<file path="src/rtl/adder_byte_sequencer_pkg.sv">
// Shared definitions for the byte-serial add/subtract sequencer.
package adder_byte_sequencer_pkg;

    localparam int BYTE = 8;

    // Encoding 2'd3 is never entered; the FSM decodes it as idle.
    typedef enum logic [1:0] {
        ST_IDLE = 2'd0,
        ST_RUN  = 2'd1,
        ST_DONE = 2'd2
    } seq_state_t;

endpackage

</file>
<file path="src/rtl/adder_byte_sequencer_byte_add_slice.sv">
// One 8-bit adder slice: sum, carry into bit 7 (for the overflow term), carry out.
module byte_add_slice
    import adder_byte_sequencer_pkg::*;
(
    input  logic [BYTE-1:0] a,
    input  logic [BYTE-1:0] b,
    input  logic            cin,
    output logic [BYTE-1:0] sum,
    output logic            c7,
    output logic            cout
);

    logic [BYTE-1:0] gen;
    logic [BYTE-1:0] prop;
    logic [BYTE:0]   carry;

    assign gen  = a & b;
    assign prop = a ^ b;

    // Carry chain from generate/propagate terms, bit 0 upward.
    always_comb begin
        carry    = '0;
        carry[0] = cin;
        for (int i = 0; i < BYTE; i++) begin
            carry[i+1] = gen[i] | (prop[i] & carry[i]);
        end
    end

    assign sum  = prop ^ carry[BYTE-1:0];
    assign c7   = carry[BYTE-1];
    assign cout = carry[BYTE];

endmodule

</file>
<file path="src/rtl/adder_byte_sequencer.sv">
// Byte-serial (8*NBYTES)-bit add/subtract controller around one 8-bit slice.
//
//   state   | meaning
//   --------+------------------------------------------------------------
//   ST_IDLE | waiting for a request; in_ready high; last result retained
//   ST_RUN  | one byte per cycle through the slice, LSB first
//   ST_DONE | result valid, held until out_ready
module adder_byte_sequencer
    import adder_byte_sequencer_pkg::*;
#(
    parameter int NBYTES = 4
) (
    input  logic                   clock,
    input  logic                   reset_n,
    input  logic                   in_valid,
    output logic                   in_ready,
    input  logic [BYTE*NBYTES-1:0] in_a,
    input  logic [BYTE*NBYTES-1:0] in_b,
    input  logic                   in_sub,
    output logic                   out_valid,
    input  logic                   out_ready,
    output logic [BYTE*NBYTES-1:0] out_result,
    output logic                   out_carry,
    output logic                   out_overflow,
    output logic                   busy
);

    localparam int W     = BYTE * NBYTES;
    localparam int IDX_W = $clog2(NBYTES);
    localparam logic [IDX_W-1:0] IDX_LAST = IDX_W'(NBYTES - 1);

    seq_state_t       state_q, state_d;
    logic [IDX_W-1:0] idx_q, idx_d;
    logic [W-1:0]     a_q, a_d;
    logic [W-1:0]     b_q, b_d;
    logic             carry_q, carry_d;
    logic [W-1:0]     result_q, result_d;
    logic             ocarry_q, ocarry_d;
    logic             ovf_q, ovf_d;

    logic [BYTE-1:0]  a_byte;
    logic [BYTE-1:0]  b_byte;
    logic [BYTE-1:0]  slice_sum;
    logic             slice_c7;
    logic             slice_cout;

    assign a_byte = a_q[idx_q*BYTE +: BYTE];
    assign b_byte = b_q[idx_q*BYTE +: BYTE];

    byte_add_slice u_slice (
        .a    (a_byte),
        .b    (b_byte),
        .cin  (carry_q),
        .sum  (slice_sum),
        .c7   (slice_c7),
        .cout (slice_cout)
    );

    // Next-state, operand capture, byte demux into the result register.
    always_comb begin
        state_d  = state_q;
        idx_d    = idx_q;
        a_d      = a_q;
        b_d      = b_q;
        carry_d  = carry_q;
        result_d = result_q;
        ocarry_d = ocarry_q;
        ovf_d    = ovf_q;
        case (state_q)
            ST_RUN: begin
                result_d[idx_q*BYTE +: BYTE] = slice_sum;
                carry_d = slice_cout;
                if (idx_q == IDX_LAST) begin
                    ocarry_d = slice_cout;
                    ovf_d    = slice_c7 ^ slice_cout;
                    state_d  = ST_DONE;
                end else begin
                    idx_d = idx_q + IDX_W'(1);
                end
            end
            ST_DONE: begin
                if (out_ready) begin
                    state_d = ST_IDLE;
                end
            end
            default: begin
                // Idle, and the unused encoding behaves as idle.
                state_d = ST_IDLE;
                if (in_valid) begin
                    state_d = ST_RUN;
                    a_d     = in_a;
                    b_d     = in_b ^ {W{in_sub}};
                    carry_d = in_sub;
                    idx_d   = '0;
                end
            end
        endcase
    end

    // State and datapath registers.
    always_ff @(posedge clock or negedge reset_n) begin
        if (!reset_n) begin
            state_q  <= ST_IDLE;
            idx_q    <= '0;
            a_q      <= '0;
            b_q      <= '0;
            carry_q  <= 1'b0;
            result_q <= '0;
            ocarry_q <= 1'b0;
            ovf_q    <= 1'b0;
        end else begin
            state_q  <= state_d;
            idx_q    <= idx_d;
            a_q      <= a_d;
            b_q      <= b_d;
            carry_q  <= carry_d;
            result_q <= result_d;
            ocarry_q <= ocarry_d;
            ovf_q    <= ovf_d;
        end
    end

    assign busy         = (state_q == ST_RUN) || (state_q == ST_DONE);
    assign in_ready     = !busy;
    assign out_valid    = (state_q == ST_DONE);
    assign out_result   = result_q;
    assign out_carry    = ocarry_q;
    assign out_overflow = ovf_q;

endmodule

</file>
<file path="config.mk">
export PLATFORM = sky130hd
export DESIGN_NAME = adder_byte_sequencer
export DESIGN_NICKNAME = d
export VERILOG_FILES = /design/src/rtl/adder_byte_sequencer_pkg.sv /design/src/rtl/adder_byte_sequencer_byte_add_slice.sv /design/src/rtl/adder_byte_sequencer.sv
export SDC_FILE = /design/constraint.sdc
export NUM_CORES = 1
export LEC_CHECK = 0
export BUFFER_PORTS_ARGS = -buffer_cell sky130_fd_sc_hd__buf_2
export CORE_MARGIN = 2
export CORE_UTILIZATION = 25
export CTS_BUF_LIST = sky130_fd_sc_hd__clkbuf_8 sky130_fd_sc_hd__clkbuf_16
export DETAILED_ROUTE_END_ITERATION = 16
export PLACE_DENSITY = 0.41
export SETUP_SLACK_MARGIN = 0.4
export SLEW_MARGIN = 20
export SYNTH_ARGS = -nofsm -noshare
export SYNTH_HDL_FRONTEND = slang
export SYNTH_SLANG_ARGS = --single-unit
</file>
<file path="constraint.sdc">
create_clock -name clock -period 4.85 [get_ports clock]
set_input_delay 0.2425 -clock clock [delete_from_list [all_inputs] [get_ports clock]]
set_output_delay 0.2425 -clock clock [all_outputs]
set_load 0.03 [all_outputs]
</file>
Yosys cells after proc, flatten, opt, wreduce, memory -nomap -nowiden
Index checks and enable logic that the tools add are counted.
{"block": "classes", "addsub": 2, "shifts": 4, "bitwise": 23, "n_eq_ne": 6, "mux": 10, "n_reduce_logical": 9}
{"cell": "32-bit by 6-bit indexed part select with 8-bit output", "count": 2}
{"cell": "5-bit negation with 34-bit output", "count": 1}
{"cell": "8-bit by 34-bit variable shift with 32-bit output (first input constant)", "count": 1}
{"cell": "8-bit by 34-bit indexed part select with 32-bit output", "count": 1}
{"cell": "32-bit bitwise mux", "count": 1}
{"cell": "32-bit XOR", "count": 1}
{"cell": "8-bit XOR", "count": 2}
{"cell": "1-bit AND", "count": 8}
{"cell": "8-bit AND", "count": 1}
{"cell": "2-bit 2-to-1 mux", "count": 4}
{"cell": "1-bit bitwise OR", "count": 8}
{"cell": "2-bit one-hot mux with 2 select lines", "count": 2}
{"cell": "2-bit AND reduction", "count": 4}
{"cell": "2-bit == test (second input constant)", "count": 2}
{"cell": "2-bit != test (second input constant)", "count": 2}
{"cell": "3-bit AND reduction", "count": 1}
{"cell": "2-bit by 1-bit adder with 2-bit output (second input constant)", "count": 1}
{"cell": "2-bit by 1-bit == test with 1-bit output (second input constant)", "count": 1}
{"cell": "1-bit 2-to-1 mux", "count": 2}
{"cell": "2-bit by 1-bit != test with 1-bit output (second input constant)", "count": 1}
{"cell": "1-bit inverter", "count": 2}
{"cell": "1-bit one-hot mux with 2 select lines", "count": 1}
{"cell": "2-bit nonzero test", "count": 1}
{"cell": "2-bit OR reduction", "count": 1}
{"cell": "other kinds (3)", "count": 3}
{"block": "word_totals", "out_inout_bits": 37, "ff_bits": 103, "in_bits": 69}

Logic depth before layout (Yosys ltp)
Gate-level depths: netlist (run 1).
{"block": "depth", "word_depth": 19, "mapped_depth": 15, "ltp_nobuf": 13}

Hierarchy
Synthesis (run 1) repeated with hierarchy kept, for this count alone.
{"block": "unflattened", "hier_cells": 388, "area_unflattened_um2": 4838.4}
{"mod": "adder_byte_sequencer", "instances": 1, "cells_per_inst": 370, "seq_area_each_um2": 2577.5, "area_each_um2": 4640.7}
{"mod": "byte_add_slice", "instances": 1, "cells_per_inst": 18, "seq_area_each_um2": 0.0, "area_each_um2": 197.7}

Worst setup path after synthesis (run 1)
OpenSTA, ideal clock, no wires.
{"block": "synth_timing", "path_type": "register -> register", "start": "register idx_q[1]", "end": "register result_q[23] (netlist: out_result[23])", "setup_ns": 0.128, "arrival_time_ns": 4.086, "period_less_slack_ns": 4.214, "stages_incl_launch_ff": 16, "setup_slack_ns": 0.636, "n_path_buf": 2, "path_cell_list": "dfrtp_1 -> buf_4 -> buf_2 -> mux4_2 -> fa_1 -> inv_1 -> fa_1 -> fa_1 -> fa_1 -> fa_1 -> fa_1 -> fa_1 -> inv_1 -> fa_1 -> inv_1 -> o21ai_0"}
{"block": "synth_between", "elab_chain_len": 19, "word_cells_on_any_way": 23, "classes_between": "1 x add/sub; 4 x shift; 1 x mux; 17 x bitwise"}
{"element": "from (decl)", "line_no": "adder_byte_sequencer.sv:33", "source": "logic [IDX_W-1:0] idx_q, idx_d;"}
{"element": "from (signal assigned)", "line_no": "adder_byte_sequencer.sv:113", "source": "idx_q <= idx_d;"}
{"element": "32-bit by 6-bit indexed part select with 8-bit output (on tied branches)", "line_no": "adder_byte_sequencer.sv:47, adder_byte_sequencer.sv:48"}
{"element": "8-bit XOR", "line_no": "adder_byte_sequencer_byte_add_slice.sv:18", "source": "assign prop = a ^ b;"}
{"element": "1-bit AND", "line_no": "adder_byte_sequencer_byte_add_slice.sv:25", "source": "carry[i+1] = gen[i] | (prop[i] & carry[i]);"}
{"element": "1-bit bitwise OR", "line_no": "adder_byte_sequencer_byte_add_slice.sv:25"}
{"element": "1-bit AND", "line_no": "adder_byte_sequencer_byte_add_slice.sv:25"}
{"element": "1-bit bitwise OR", "line_no": "adder_byte_sequencer_byte_add_slice.sv:25"}
{"element": "1-bit AND", "line_no": "adder_byte_sequencer_byte_add_slice.sv:25"}
{"element": "1-bit bitwise OR", "line_no": "adder_byte_sequencer_byte_add_slice.sv:25"}
{"element": "(+3 left out)"}
{"element": "1-bit bitwise OR", "line_no": "adder_byte_sequencer_byte_add_slice.sv:25"}
{"element": "1-bit AND", "line_no": "adder_byte_sequencer_byte_add_slice.sv:25"}
{"element": "1-bit bitwise OR", "line_no": "adder_byte_sequencer_byte_add_slice.sv:25"}
{"element": "1-bit AND", "line_no": "adder_byte_sequencer_byte_add_slice.sv:25"}
{"element": "1-bit bitwise OR", "line_no": "adder_byte_sequencer_byte_add_slice.sv:25"}
{"element": "8-bit XOR", "line_no": "adder_byte_sequencer_byte_add_slice.sv:29", "source": "assign sum = prop ^ carry[BYTE-1:0];"}
{"element": "8-bit by 34-bit indexed part select with 32-bit output", "line_no": "adder_byte_sequencer.sv:71", "source": "result_d[idx_q*BYTE +: BYTE] = slice_sum;"}
{"element": "32-bit bitwise mux (*)", "line_no": "adder_byte_sequencer.sv:71"}
{"element": "to (signal assigned)", "line_no": "adder_byte_sequencer.sv:117", "source": "result_q <= result_d;"}
{"element": "to (decl)", "line_no": "adder_byte_sequencer.sv:37", "source": "logic [W-1:0] result_q, result_d;"}
Mark *: on every way between the ends. The rest lies on a longest branch, timed or not.
A chain may end at the register's enable or synchronous reset.

Worst setup path in the final report (run 1)
{"block": "layout_timing", "start": "register idx_q[0]", "end": "register result_q[23] (netlist: out_result[23])"}
The elaborated chain is that of the path after synthesis.

==> impl_metrics.py, run 1 <==
metrics = {
    "setup_path": {
        "critPathKind": "register to register",
        "rr_endpoint": "out_result[23]",
        "r2r-start": "idx_q[0]",
        "r2r_setup_slack_ps": 590,
        "crit_arrival_ps": 4470,
        "r2r_cells": 13,
        "worstSetupStartpointType": "register",
        "required_ps": 5070,
        "critPathMaxFanout": 7,
        "crit_path_end_kind": "register",
    },
    "cells_and_area": {
        "fill_cells": 2057,
        "ff_latch_area_mm2": 0.00258,
        "design_area_mm2": 0.00604,
        "multi_input_area_mm2": 0.00216,
        "final_nets": 595,
        "n_antenna_cell": 0,
        "syn2layout_area_growth_pct": 20.5,
        "utilization_pct": 30.8,
        "layout_commonest_cell": "buf_2",
        "post_route_cells_drive_above_1_share_pct": 35.1,
        "layout_common_cells": "buf_2 (104), dfrtp_1 (102), nand2_1 (72), o21ai_0 (62), xnor2_1 (32)",
    },
    "min_path": {
        "hold_path_depth": 2,
        "holdPathEnd": "a_q[18]",
        "min_path_type": "input port to register",
        "min_from": "in_a[18]",
    },
    "route": {
        "antenna_left": 0,
        "dr.pass1.iters": 4,
        "route.detailed.drc": 0,
        "via_per_inst": 4.14,
        "vias": 3227,
        "routedWlPerCell_um": 15.7,
        "drt_iter0_drc": 185,
        "drt_wl_total_um": 12200,
    },
    "grt": {
        "first_global_vias": 3536,
        "track_usage_pct": 12.3,
        "grt_overflow_total": 0,
        "antenna_found_initial": 0,
        "grt_first_pass_wirelength_um": 20200,
        "grt_max_degree": 66,
    },
    "timing": {
        "rsz0062_at_grt": "no",
        "tightest_slew_ps": 908,
        "period_share_pct": 87.8,
        "finalSetupViolations": 0,
        "finalClockSkew_ps": 7.95,
        "relSlewSlack_pct": 39.5,
        "hold_violations": 0,
        "slew_viol_final": 0,
        "fin_ws_ps": 594,
        "tns_ps": 0,
        "final.min_clock_period_ps": 4260,
        "fmax_mhz": 235,
    },
    "synth": {
        "synth_top_area_share_pct": 51.5,
        "ys_warn_count": 0,
        "yosysSeqAreaShare_pct": 51.5,
        "yosysTopAreaCell": "dfrtp_1",
        "syn_nets": 493,
        "synth_area_leaders": "dfrtp_1 (51%), mux2_4 (9.0%), mux4_2 (7.2%)",
        "ys_seq_elements": 103,
        "synth.cell_area_mm2": 0.00501,
        "avgSynthCellArea_um2": 12.3,
        "synth_cell_types": 31,
        "synth_cells": 408,
    },
    "power": {
        "leakage_uw": 0.00282,
        "irDropWorstVdd_mv": 0.215,
        "p_per_area_mw_per_mm2": 700,
        "power_uw": 4220,
    },
    "placed_design": {
        "place_ws_ps": 504,
        "place_area_mm2": 0.00574,
        "dp_hpwl_um": 9100,
        "gp_congestion": 0.716,
        "portBuffers": 105,
    },
    "run_status": {
        "outcome": "finished, final reports clean",
    },
    "cts": {
        "clk_pin_slew_ps": 70,
        "cts_tree": "done",
        "numCtsBuffers": 9,
        "clk_path_buf_depth": 2,
        "clock_latency_ps": 350,
        "clock-sinks": 103,
        "cts-root-buf": "clkbuf_16",
        "htreeDepth": 3,
    },
    "floorplan": {
        "boundaryPins": 106,
        "dieArea_mm2": 0.0212,
        "die_h_um": 146,
        "die_w_um": 146,
        "coreArea_mm2": 0.0196,
        "start_util_pct": 25.6,
        "fp-row-count": 51,
    },
    "job": {
        "maxCapViolations": 0,
    },
}
per-stage QoR:
stage                     std cells  hold WS [ps]
after detailed placement        763           264
after CTS                       780          97.3
final                           780           116
after global placement          763           257
after global routing            780           104
after floorplan                 408         -53.1
synthesized netlist by cell type:
master	count
fa_1	8
nand4_1	1
nor2_1	2
buf_2	7
and2_4	1
inv_1	25
clkbuf_1	4
buf_6	3
nor2b_1	2
o31ai_1	8
buf_4	4
a32oi_1	1
nor4bb_1	1
dfrtp_1	103
mux4_2	16
a21oi_1	3
nor3_1	1
mux2_4	30
o21a_1	1
o21ai_0	62
nand2_1	72
mux2_2	3
ha_1	8
and3b_1	1
xor2_1	1
xnor2_1	32
buf_12	3
nand3_2	1
mux2i_1	1
a22oi_1	1
nand3_1	2
cell type report:
type	count	share of cell area, %
clock buffer	10	3.96
clock inverter	6	0.746
inverter	25	1.55
multi-input combinational	259	35.9
sequential	103	42.7
tap	265	5.49
timing repair buffer	112	9.66
worst max-delay path, stage by stage (launching register included):
cell	delay, ps
dfrtp_2	440
buf_4	200
mux4_2	330
inv_1	50
fa_1	450
fa_1	400
fa_1	400
fa_1	400
fa_1	400
fa_2	370
inv_1	80
fa_1	420
inv_2	90
o21ai_0	90
where the power goes:
group          internal (uW)  total (uW)  switching (uW)
logic                    880        2070            1190
clock network            364         698             334
registers               1240        1450             216
total                   2480        4220            1740
how the worst max path moves through the flow:
stage          startpoint             end
4_1_cts          idx_q[0]  out_result[23]
3_3_place_gp     idx_q[0]  out_result[23]
6_report         idx_q[0]  out_result[23]
2_1_floorplan    idx_q[1]  out_result[23]
5_1_grt          idx_q[0]  out_result[23]
3_5_place_dp     idx_q[0]  out_result[23]
flip-flops by register name, summed over array words and instances, names as in the netlist:
register,count
b_q,32
idx_q,2
out_result,32
a_q,32
out_overflow,1
out_carry,1
state_q,2
carry_q,1
repair_timing:
action / in CTS / in global routing
hold buffers: 1 / 0
gates resized for setup: 0 / 3
hold endpoints to repair: 41 / 0
endpoints found under the setup margin: 0 / 4
setup buffers: 0 / 0
cell families after synthesis:
group,count (synthesis),share of synthesized area (%)
AO/OA/AOI/OAI,76,8.17
XOR/XNOR,33,5.77
adder cells (fa/ha/maj),16,5.20
buffers and inverters,46,5.35
flip-flops,103,51.5
multiplexers,50,17.1
AND/OR/NAND/NOR,84,6.97
metal layers:
layer / share of wire [%] / global-route usage (%) / up-vias
met5: 0 / 0 / -
met4: 0.87 / 2.50 / 0
met1: 50 / 17.6 / 1545
li1: - / - / 1579
met2: 44 / 18.3 / 94
met3: 5.4 / 4.01 / 9
(Power assumes the default switching activity.)
==> inputs of run 2 (changes only) <==
SYNTH_HIERARCHICAL = 1   (was unset)
==> run 2 against run 1 <==
Compared with the run above: via count shrank 1.2%; synthesized cell count decreased by 4.9%; highest routed layer unchanged; combinational power shrank 2%; area after synthesis decreased by 3.4%; maximum frequency is essentially flat; final area is 1.7% lower; power down 3.3%; critical endpoint is now out_result[7]; register-to-register slack is essentially flat; sequential power fell by 3%; non-clock buffer count increased by 3.
==> impl_metrics.py, run 2 <==
metrics = {
    "cts": {
        "clock-sinks": 103,
        "clk_path_buf_depth": 2,
        "cts_tree": "done",
        "htreeDepth": 3,
        "cts-root-buf": "clkbuf_16",
        "clock_latency_ps": 340,
        "clk_pin_slew_ps": 70,
        "numCtsBuffers": 9,
    },
    "cells_and_area": {
        "post_route_cells_drive_above_1_share_pct": 36.7,
        "syn2layout_area_growth_pct": 22.7,
        "final_nets": 575,
        "design_area_mm2": 0.00593,
        "layout_commonest_cell": "buf_2",
        "layout_common_cells": "buf_2 (104), dfrtp_1 (102), nand2_1 (55), o21ai_0 (44), xnor2_1 (33)",
        "n_antenna_cell": 0,
        "fill_cells": 1943,
        "fin_cells": 756,
    },
    "grt": {
        "grt_max_degree": 65,
        "first_global_vias": 3384,
        "antenna_found_initial": 0,
        "grt_overflow_total": 0,
        "grt_first_pass_wirelength_um": 19500,
        "track_usage_pct": 12.7,
    },
    "synth": {
        "yosysMostFrequentCell": "dfrtp_1",
        "ys.flop_type": "dfrtp_1",
        "yosysSeqAreaShare_pct": 53.3,
        "synth_cell_types": 33,
        "async_flop_share_pct": 100,
        "ys_seq_elements": 103,
        "synth_top_area_share_pct": 53.3,
        "avgSynthCellArea_um2": 12.5,
        "syn_nets": 472,
        "ys_warn_count": 6,
        "synth_cells": 388,
        "synth_area_leaders": "dfrtp_1 (53%), mux4_2 (7.4%), mux2_2 (7.2%)",
        "yosysTopAreaCell": "dfrtp_1",
        "synth_edf_count": 0,
        "synth.cell_area_mm2": 0.00484,
        "netlist_top_cells_count": "dfrtp_1 (103), nand2_1 (55), o21ai_0 (45), xnor2_1 (33), mux2_2 (31)",
    },
    "timing": {
        "fin_ws_ps": 596,
        "tns_ps": 0,
        "finalSetupViolations": 0,
        "tightest_slew_ps": 914,
        "finalClockSkew_ps": 5.66,
        "slew_viol_final": 0,
        "relSlewSlack_pct": 39.0,
        "period_share_pct": 87.7,
        "final.min_clock_period_ps": 4250,
        "fmax_mhz": 235,
        "rsz0062_at_grt": "no",
        "hold_violations": 0,
    },
    "power": {
        "power.share.combinational_pct": 49.6,
        "power_uw": 4080,
        "irDropWorstVdd_mv": 0.338,
        "netSwitchingFraction_pct": 41.6,
        "p_sw_uw": 1700,
        "p_per_area_mw_per_mm2": 688,
        "p_int_uw": 2380,
        "clock_power_share_pct": 16.2,
        "seqPwrFrac_pct": 34.2,
        "leakage_uw": 0.00273,
    },
    "floorplan": {
        "coreArea_mm2": 0.0188,
        "die_w_um": 143,
        "dieArea_mm2": 0.0205,
        "boundaryPins": 106,
        "die_h_um": 143,
        "fp-row-count": 50,
        "start_util_pct": 25.7,
    },
    "min_path": {
        "min_path_type": "input port to register",
        "min_from": "in_a[6]",
        "hold_path_depth": 2,
        "holdPathEnd": "a_q[6]",
    },
    "run_status": {
        "outcome": "finished, final reports clean",
    },
    "placed_design": {
        "dp_hpwl_um": 9030,
        "place_area_mm2": 0.00564,
        "gp_congestion": 0.706,
        "portBuffers": 105,
        "place_ws_ps": 352,
        "dp.cells": 737,
    },
    "setup_path": {
        "crit_slowest_cell": "fa_2",
        "r2r_cells": 15,
        "crit_arrival_ps": 4520,
        "critPathMaxFanout": 4,
        "cpMostUsedCell": "fa_1",
        "crit_chain": "mux4_2, inv_2, fa_1, inv_1, fa_2, fa_1, fa_1, fa_2, fa_1, inv_1, fa_1, inv_1, fa_2, nand2_1, o21ai_1",
        "rr_endpoint": "out_result[7]",
        "required_ps": 5120,
        "worstSetupStartpointType": "register",
        "cp_slowest_stage_delay_ps": 620,
        "crit_path_end_kind": "register",
        "r2r_setup_slack_ps": 600,
        "r2r-start": "idx_q[0]",
        "critPathKind": "register to register",
    },
    "route": {
        "dr.pass1.iters": 4,
        "route.detailed.drc": 0,
        "drt_wl_total_um": 12200,
        "drt_iter0_drc": 152,
        "routedWlPerCell_um": 16.1,
        "via_per_inst": 4.22,
        "vias": 3189,
        "antenna_left": 0,
    },
    "job": {
        "maxCapViolations": 0,
    },
}
==> run 2: layout make-up <==
cell class              count  area [um^2]  area share (%)
multi-input cells         243         2090            35.3
flip-flops and latches    103         2580            43.5
clock inverters             7         33.8           0.569
clock buffers               9          225            3.80
well taps                 260          325            5.48
inverters                  19         71.3            1.20
repair buffers            115          606            10.2
==> run 2: stage by stage <==
stage | hold WS (ps) | utilization [%]
final | 127 | 31.5
after global routing | 121 | 31.5
after CTS | 111 | 31.4
after detailed placement | 289 | 30.0
after global placement | 274 | 30.0
after floorplan | -53.1 | -
==> run 2: repair_timing <==
| action | 4_1_cts | 5_1_grt |
|---|---|---|
| hold endpoints to repair | 43 | 0 |
| endpoints found under the setup margin | 7 | 7 |
| buffers inserted | 0 | 2 |
| pin swaps | 0 | 1 |
| cloned | 0 | 0 |
| hold buffers | 1 | 0 |
| gates resized for setup | 1 | 5 |
==> run 2: critical path, delay by kind of cell, from the launching register on <==
kind / cells / cell delay [ps]
adders and majority gates: 8 / 2760
muxes: 1 / 530
DFF: 1 / 420
buffers and inverters: 4 / 270
AOI/OAI and AO/OA: 1 / 130
and+or+nand+nor: 1 / 60
==> run 2: power by group through the flow <==
stage,Sequential (uW),Clock (uW),Combinational [uW]
floorplan,1470,0,1270
global placement,1410,0,1980
detailed placement,1420,0,2000
CTS,1410,688,2010
global route,1450,719,2230
finish,1400,663,2020
==> run 2: worst max path at each step <==
stage / start / end / cells past startpoint
finish: idx_q[0] / out_result[7] / 15
global route: idx_q[0] / out_result[7] / 15
CTS: idx_q[0] / out_result[7] / 15
detailed placement: idx_q[0] / out_result[7] / 15
global placement: idx_q[0] / out_result[7] / 15
floorplan: idx_q[0] / out_result[31] / 16
==> run 2: layer usage <==
metal / global-route usage, % / vias to the layer above / part of all wire [%]
li1: - / 1555 / -
met1: 17.9 / 1534 / 50
met2: 19.6 / 86 / 44
met3: 2.68 / 14 / 4.6
met4: 3.91 / 0 / 1.2
met5: 0 / - / 0
==> run 2: cells by family after synthesis <==
family / after synthesis / share of synthesized area (%)
adders and majority gates: 15 / 5.12
buffers and inverters: 42 / 3.59
muxes: 50 / 15.3
and+or+nand+nor: 69 / 6.75
xor gates and xnor gates: 33 / 5.97
AOI/OAI and AO/OA: 76 / 9.96
DFF: 103 / 53.3
==> inputs of run 3 (changes only) <==
PLACE_DENSITY = unset   (was 0.41)
SLEW_MARGIN = unset   (was 20)
==> run 3 against run 2 <==
Compared with the run above: wire length shrank 3.0%; largest cell class unchanged; sequential power hardly changed; largest power group unchanged; highest routed layer unchanged; sequential share of layout area fell by 0.44 points.
==> impl_metrics.py, run 3 (synthesis gave the netlist of run 2 again) <==
metrics = {
    "cts": {
        "clk_pin_slew_ps": 70,
        "clock-sinks": 103,
        "cts-root-buf": "clkbuf_16",
        "clock_latency_ps": 350,
        "htreeDepth": 3,
        "numCtsBuffers": 9,
        "cts_tree": "done",
        "clk_path_buf_depth": 2,
    },
    "route": {
        "drt_wl_total_um": 11800,
        "dr.pass1.iters": 4,
        "via_per_inst": 4.34,
        "route.detailed.drc": 0,
        "drt_iter0_drc": 169,
        "antenna_left": 0,
        "vias": 3273,
        "routedWlPerCell_um": 15.6,
    },
    "grt": {
        "grt_overflow_total": 0,
        "grt_max_degree": 56,
        "grt_first_pass_wirelength_um": 18700,
        "antenna_found_initial": 0,
        "track_usage_pct": 12.0,
        "first_global_vias": 3485,
    },
    "cells_and_area": {
        "post_route_cells_drive_above_1_share_pct": 38.4,
        "n_antenna_cell": 0,
        "fin_cells": 755,
        "ff_latch_area_mm2": 0.00258,
        "multi_input_area_mm2": 0.00210,
        "syn2layout_area_growth_pct": 23.9,
        "layout_common_cells": "buf_2 (104), dfrtp_1 (102), nand2_1 (55), o21ai_0 (44), xnor2_1 (33)",
        "fill_cells": 1940,
        "layout_commonest_cell": "buf_2",
        "final_nets": 575,
    },
    "setup_path": {
        "cp_slowest_stage_delay_ps": 590,
        "crit_slowest_cell": "fa_2",
        "critPathKind": "register to register",
        "worstSetupStartpointType": "register",
        "crit_path_end_kind": "register",
        "crit_chain": "mux4_2, inv_2, fa_1, inv_1, fa_2, fa_2, fa_2, fa_2, fa_2, inv_2, fa_1, inv_1, fa_2, nand2_1, o21ai_1",
        "crit_arrival_ps": 4530,
        "critPathMaxFanout": 5,
        "cpMostUsedCell": "fa_2",
        "required_ps": 5120,
    },
    "floorplan": {
        "fp-row-count": 50,
        "boundaryPins": 106,
        "die_w_um": 143,
        "coreArea_mm2": 0.0188,
        "die_h_um": 143,
        "dieArea_mm2": 0.0205,
        "start_util_pct": 25.7,
    },
    "run_status": {
        "outcome": "finished, final reports clean",
    },
    "timing": {
        "fmax_mhz": 235,
        "slew_viol_final": 0,
        "rsz0062_at_grt": "no",
        "finalClockSkew_ps": 7.43,
        "period_share_pct": 87.8,
        "hold_violations": 0,
        "tightest_slew_ps": 907,
        "fin_ws_ps": 593,
        "final.min_clock_period_ps": 4260,
        "relSlewSlack_pct": 39.5,
        "tns_ps": 0,
        "finalSetupViolations": 0,
    },
    "placed_design": {
        "gp_congestion": 0.772,
        "portBuffers": 105,
        "dp.cells": 738,
        "place_ws_ps": 305,
        "dp_hpwl_um": 9220,
    },
    "job": {
        "maxCapViolations": 0,
    },
    "min_path": {
        "min_path_type": "input port to register",
    },
    "power": {
        "irDropWorstVdd_mv": 0.293,
        "leakage_uw": 0.00273,
        "p_per_area_mw_per_mm2": 694,
    },
}
-- run 3: changes by cell type in the layout (fill, tap and decap cells not counted), sizes merged --
cell | before | now
clkinvlp | 0 | 2
clkbuf | 9 | 10
clkinv | 2 | 0
inv | 24 | 21
bufinv | 0 | 1
-- run 3: worst max-delay path, delay by kind of cell (launching register included) --
kind | cells | cell delay (ps)
and+or+nand+nor | 1 | 60
buffers and inverters | 4 | 290
AOI/OAI and AO/OA | 1 | 150
adders and majority gates | 8 | 2710
muxes | 1 | 530
DFF | 1 | 430
-- run 3: area by class of cell --
cell class,instances,area share (%)
clock inverter,5,1.09
clock buffer,10,3.99
multi-input combinational,243,35.1
tap,260,5.43
timing repair buffer,115,10.2
sequential,103,43.0
inverter,19,1.19
-- run 3: worst paths after layout --
path | start | end | slack, ps | cells after the start
setup / recovery | idx_q[0] | out_result[7] | 590 | 15
hold / removal | in_a[7] | a_q[7] | 110 | 2
setup reg to reg | idx_q[0] | out_result[7] | 590 | 15
hold reg to reg | b_q[2] | b_q[2] | 480 | 2
max in group asynchronous | reset_n | idx_q[0] | 3230 | 3
min in group asynchronous | reset_n | out_result[19] | 490 | 2
-- run 3: metrics by stage --
step	utilization, %	area (um^2)	hold slack [ps]	power [uW]
3_5_place_dp	30.0	5650	352	3380
4_1_cts	31.7	5980	106	4140
6_report	31.8	5990	114	4160
5_1_grt	31.8	5990	113	4460
2_1_floorplan	-	4840	-53.1	2740
3_3_place_gp	30.0	5650	332	3300
-- run 3: metal layers --
layer,track usage (%),part of all wire (%),up-vias
met5,0,0,-
met4,2.92,1.3,0
met3,3.72,6.3,15
met2,19.4,48,102
met1,15.8,44,1610
li1,-,-,1546
-- run 3: report_power, final --
part           leakage [uW]  switching [uW]  internal (uW)
combinational       0.00129            1160            863
sequential          0.00130             197           1210
clock              0.000143             324            417
total               0.00273            1680           2490
-- run 3: what timing repair did --
item,4_1_cts,5_1_grt
setup buffers,1,0
hold buffers,1,0
endpoints found under the hold margin,54,0
pin swaps,0,3
resized for setup,3,10
endpoints found under the setup margin,7,7
